--- config.mk ---
export PLATFORM = sky130hd
export DESIGN_NAME = median_col_buf
export DESIGN_NICKNAME = d
export VERILOG_FILES = /design/src/rtl/median_pkg.sv /design/src/rtl/line_ram.sv /design/src/rtl/median_col_buf.sv
export SDC_FILE = /design/constraint.sdc
export NUM_CORES = 1
export LEC_CHECK = 0
export BUFFER_PORTS_ARGS = -buffer_cell sky130_fd_sc_hd__buf_2
export CAP_MARGIN = 30
export CORE_UTILIZATION = 60
export CTS_BUF_LIST = sky130_fd_sc_hd__clkbuf_4
export CTS_CLUSTER_SIZE = 10
export DETAILED_ROUTE_END_ITERATION = 12
export PLACE_DENSITY = 0.82
export REMOVE_ABC_BUFFERS = 1
export SYNTH_ARGS = -nofsm -noshare
export SYNTH_HDL_FRONTEND = slang
export SYNTH_HIERARCHICAL = 1
export SYNTH_SLANG_ARGS = --single-unit
--- constraint.sdc ---
create_clock -name clk -period 13.3 [get_ports clk]
set_input_delay 1.33 -clock clk [delete_from_list [all_inputs] [get_ports clk]]
set_output_delay 1.33 -clock clk [all_outputs]
set_load 0.05 [all_outputs]
--- src/rtl/median_pkg.sv ---
// Shared definitions for the median column buffer: pixel width default,
// FSM state encoding and a compile-time clog2 helper.
package median_pkg;

    localparam int PIX_W_DEF = 8;

    // Row-fill phases: the first two rows only prime the line stores.
    localparam logic [1:0] ST_FILL0  = 2'd0;
    localparam logic [1:0] ST_FILL1  = 2'd1;
    localparam logic [1:0] ST_STREAM = 2'd2;

    // Address width for a store of v entries; never less than 1 bit.
    function automatic int clog2(input int v);
        int r;
        int n;
        r = 0;
        n = v - 1;
        while (n > 0) begin
            r = r + 1;
            n = n >> 1;
        end
        return (r < 1) ? 1 : r;
    endfunction

endpackage

--- src/rtl/line_ram.sv ---
// One-row line store: asynchronous read and synchronous write, so a read and a
// write to the same address in one cycle return the old contents.
module line_ram
    import median_pkg::*;
#(
    parameter int DEPTH = 64,
    parameter int WIDTH = PIX_W_DEF,
    localparam int AW   = clog2(DEPTH)
) (
    input  logic             clk,
    input  logic             we,
    input  logic [AW-1:0]    waddr,
    input  logic [WIDTH-1:0] wdata,
    input  logic [AW-1:0]    raddr,
    output logic [WIDTH-1:0] rdata
);

    // Contents are deliberately not reset; the fill phases hide stale data.
    logic [WIDTH-1:0] mem [DEPTH];

    assign rdata = mem[raddr];

    always_ff @(posedge clk) begin
        if (we) begin
            mem[waddr] <= wdata;
        end
    end

endmodule

--- src/rtl/median_col_buf.sv ---
// Column buffer feeding a 3x3 median stage: emits the vertical triple
// (x,y-2),(x,y-1),(x,y) one clock after each accepted pixel once two rows are stored.
module median_col_buf
    import median_pkg::*;
#(
    parameter int IMG_W = 64,
    parameter int IMG_H = 64,
    parameter int PIX_W = PIX_W_DEF,
    localparam int XW   = clog2(IMG_W),
    localparam int YW   = clog2(IMG_H)
) (
    input  logic             clk,
    input  logic             rst,
    input  logic             in_valid,
    input  logic             in_sof,
    input  logic [PIX_W-1:0] in_pix,
    output logic             out_valid,
    output logic [PIX_W-1:0] val_0,
    output logic [PIX_W-1:0] val_1,
    output logic [PIX_W-1:0] val_2,
    output logic [XW-1:0]    out_x,
    output logic             out_eol
);

    logic [XW-1:0]    x;
    logic [YW-1:0]    y;
    logic [1:0]       state;

    logic             sof;
    logic [XW-1:0]    x_cur;
    logic [YW-1:0]    y_cur;
    logic [1:0]       st_cur;
    logic             x_last;
    logic             y_last;
    logic [XW-1:0]    x_nxt;
    logic [YW-1:0]    y_nxt;
    logic [1:0]       st_nxt;
    logic             accept;
    logic             emit;
    logic [PIX_W-1:0] a_rd;
    logic [PIX_W-1:0] b_rd;

    // A start-of-frame pixel resynchronises position before it is consumed.
    assign sof    = in_valid & in_sof;
    assign x_cur  = sof ? '0 : x;
    assign y_cur  = sof ? '0 : y;
    assign st_cur = sof ? ST_FILL0 : state;
    assign accept = in_valid & ~rst;
    assign emit   = in_valid & (st_cur == ST_STREAM);

    assign x_last = (x_cur == XW'(IMG_W - 1));
    assign y_last = (y_cur == YW'(IMG_H - 1));

    always_comb begin
        x_nxt  = x_cur + XW'(1);
        y_nxt  = y_cur;
        st_nxt = st_cur;
        if (x_last) begin
            x_nxt = '0;
            y_nxt = y_last ? '0 : y_cur + YW'(1);
            case (st_cur)
                ST_FILL0:  st_nxt = ST_FILL1;
                ST_FILL1:  st_nxt = ST_STREAM;
                ST_STREAM: st_nxt = y_last ? ST_FILL0 : ST_STREAM;
                default:   st_nxt = ST_FILL0;
            endcase
        end
    end

    // Line A holds row y-1; its old entry ages into line B (row y-2).
    line_ram #(.DEPTH(IMG_W), .WIDTH(PIX_W)) u_line_a (
        .clk   (clk),
        .we    (accept),
        .waddr (x_cur),
        .wdata (in_pix),
        .raddr (x_cur),
        .rdata (a_rd)
    );

    line_ram #(.DEPTH(IMG_W), .WIDTH(PIX_W)) u_line_b (
        .clk   (clk),
        .we    (accept),
        .waddr (x_cur),
        .wdata (a_rd),
        .raddr (x_cur),
        .rdata (b_rd)
    );

    always_ff @(posedge clk) begin
        if (rst) begin
            x         <= '0;
            y         <= '0;
            state     <= ST_FILL0;
            out_valid <= 1'b0;
            val_0     <= '0;
            val_1     <= '0;
            val_2     <= '0;
            out_x     <= '0;
            out_eol   <= 1'b0;
        end else begin
            out_valid <= emit;
            if (emit) begin
                val_0   <= b_rd;
                val_1   <= a_rd;
                val_2   <= in_pix;
                out_x   <= x_cur;
                out_eol <= x_last;
            end
            if (in_valid) begin
                x     <= x_nxt;
                y     <= y_nxt;
                state <= st_nxt;
            end
        end
    end

endmodule

==> flow_summary.ini <==
[outcome]
status = complete, no violations

[placement]
routability_driven_placement_congestion_ratio = 0.837
dp.final_hpwl_mm = 52.7
place.port_buffers = 43

[synthesis]
syn-cell-area_mm2 = 0.0420
post_synth_inst_count = 2106
post-synth-top-area-fraction = 0.733
synth_top_area_cell = edfxtp_1
synth_edf_count = 1024
seq_area_frac_synth = 0.755
postSynth.asyncResetShare = 0
synthTopCellsByArea = edfxtp_1 73%, mux4_2 14%, dfxtp_1 2.2%
ys_types = 62
syn_avg_cell_area_um2 = 19.9
synth-main-ff-cell = edfxtp_1
postSynthRegisterBits = 1070
yosysWarnings = 6

[run]
drv.max_cap_violation_count = 0

[die]
floorplan.core_area_mm2 = 0.0689
design.die.area_mm2 = 0.0710
number_of_placement_rows = 96
i_o_pin_cnt = 44
initial_core_utilization = 0.609
die_height_um = 266
die_w_um = 266

[worst_setup_path]
critical_path_buf_inv_count = 4
cp_cell_sequence = buf_2, nand2_1, and2_4, buf_4, buf_4, mux4_2, mux2_2, o221a_2, nor3_1, o32ai_4, buf_4, nand2_1, a21oi_1
crit_path_max_fanout = 65
worst-setup-path-type = primary input to flip-flop
crit_path_max_incr_delay_ns = 0.80
critPathSlowestCell = buf_4
path_common_cell = buf_4
endpoint_kind = flip-flop
timing.critical_path.arrival_ns = 5.93
crit_family = buffers and inverters
critPathLaunchType = primary input
worst_ep_required_time_ns = 14.24

[sta]
timing_worst_slew_pin_value_ns = 1.10
worst_hold_slack_ns = 0.457
timing.setup.tns_ns = 0
rsz_0062_raised_after_global_routing = false
setup_violating_endpoint_count_in_the_final_report = 0
final-hold-violation-count = 0
slew_viol_final = 0
worst_slew_margin_rel = 0.261
final_min_period_over_clock_period = 0.376
max_clock_freq_mhz = 200
fin_worst_skew_ns = 0.0663
post-route-min-period_ns = 5.00

[clocking]
number_of_cts_inserted_buffers = 239
cts.clk_slew.worst_paths_ns = 0.07
maximum_clock_insertion_buffer_count = 3
clock_tree.root_cell = clkbuf_4
post_cts_hold_buffer_count = 0
clk-insertion-delay-late_ns = 1.11
post_cts_setup_buffer_count = 0
cts_sinks = 1070
cts_repair_resize_count = 0
htree_num_levels = 4
cts_tree = done

[global_routing]
first_global_vias = 22768
antenna_found_initial = 2
grt_pass1_wl_mm = 137
grt.total_usage = 0.263
overflow = 0
grt_start_max_net_pins = 150

[min_path]
min-delay-path-class = flip-flop to flip-flop

[routing]
num_vias = 22194
drt_pass1_iterations = 5
post_route_antenna_net_violation_count = 0
routed_wirelength_mm = 91.3
detailedRoute.firstIterationViolations = 2695
post_drt_via_cell_ratio = 6.42
detail_route.wl_per_cell_um = 26.4
drc = 0

[finish]
area_delta_synth_final_pct = 10.7
drive_gt1_frac = 0.304
final.fill_count = 4169
final_core_utilization = 0.674
layout.cells.most_common_list = 1,024 x edfxtp_1, 363 x clkbuf_4, 252 x mux4_2, 170 x nor2_1, 107 x nand2_1
finalNetCount = 2328
mostFrequentLayoutCell = edfxtp_1

[power]
vdd_ir_drop_max_mv = 0.0996
power.leakage_nw = 14.3
cellPowerDensity_mw_per_mm2 = 141
[state kept, by name, summed over array words and instances, names as in the netlist]
signal,count
val_2,8
val_1,8
val_0,8
y,6
u_line_a/mem,512
u_line_b/mem,512
out_valid,1
out_x,6
x,6
out_eol,1
state,2
[worst register-to-register path: cells and delay by family, from the launching register on]
family / cells / cell delay, ns
AND/OR/NAND/NOR: 3 / 0.80
AO/OA/AOI/OAI: 3 / 0.51
buffers and inverters: 3 / 1.89
flip-flops: 1 / 0.42
multiplexers: 2 / 0.90
[layout make-up]
cell class,count,area (um2),area share
Clock inverter,84,407,0.00876
Timing Repair Buffer,85,729,0.0157
Multi-Input combinational cell,916,9720,0.209
Inverter,2,7.51,0.000162
Sequential cell,1070,31700,0.682
Antenna cell,8,20.0,0.000431
Tap cell,931,1160,0.0251
Clock buffer,363,2730,0.0587
[report_power, final]
| part | leakage, nW | internal, W | switching [W] | total (W) |
|---|---|---|---|---|
| logic | 2.84 | 0.000110 | 0.000176 | 0.000287 |
| clock network | 1.85 | 0.00127 | 0.00125 | 0.00253 |
| registers | 9.58 | 0.00372 | 0.00000173 | 0.00372 |
| total | 14.3 | 0.00510 | 0.00143 | 0.00653 |
[synthesized netlist by cell type, types with 3 or more instances]
library cell and number:
a2111oi_0 5, a211oi_1 8, a21o_1 3, a21oi_1 44, a221oi_1 13, a22oi_1 6
a31oi_1 4, and2_1 11, and3_1 3, buf_1 8, buf_12 4, buf_2 27
buf_4 27, buf_6 8, clkbuf_1 44, dfxtp_1 46, edfxtp_1 1024, mux2_2 26
mux2i_1 46, mux4_2 252, nand2_1 108, nand2b_1 17, nand3_1 33, nand3b_1 6
nand4_1 6, nor2_1 171, nor2b_1 29, nor3_1 16, nor4_1 4, o2111ai_1 6
o21a_1 4, o21ai_0 9, o21ai_1 4, o221a_2 4, o221ai_1 16, o22ai_1 17
o2bb2ai_1 6, o311ai_1 3, o32ai_1 5, o41ai_1 4, or3_1 3
[stage by stage]
step           total power (W)  instances  area (um2)  setup WS (ns)
6_report               0.00653       3459       46400           8.30
5_1_grt                0.00677       3458       46400           8.06
4_1_cts                0.00658       3442       46300           7.62
3_5_place_dp           0.00408       2995       43100           6.47
3_3_place_gp           0.00406       2989       43000           6.42
2_1_floorplan          0.00403       1988       41300          -4.88
[cell families after synthesis]
group                      after synthesis  synth area share
AOI/OAI and AO/OA                      177            0.0306
adders and majority gates                2          0.000596
buffers and inverters                  120            0.0169
DFF                                   1070             0.755
muxes                                  324             0.153
and+or+nand+nor                        413            0.0439
[per-layer routing]
layer  GRT usage  wire length [um]
met4       0.118              3020
met5           0                 0
met1       0.348             33200
met3      0.0595              9080
met2       0.422             46000
[worst paths after layout]
| check | from | end | slack (ns) | depth (start not counted) |
|---|---|---|---|---|
| worst max-delay path | in_sof | val_1[4] | 8.30 | 13 |
| worst min-delay path | out_x[0] | out_x[0] | 0.46 | 2 |
| worst max register to register | x[0] | val_1[4] | 8.60 | 11 |
| worst min register to register | out_x[0] | out_x[0] | 0.46 | 2 |
Note: power is estimated with default switching activity, not from simulation.
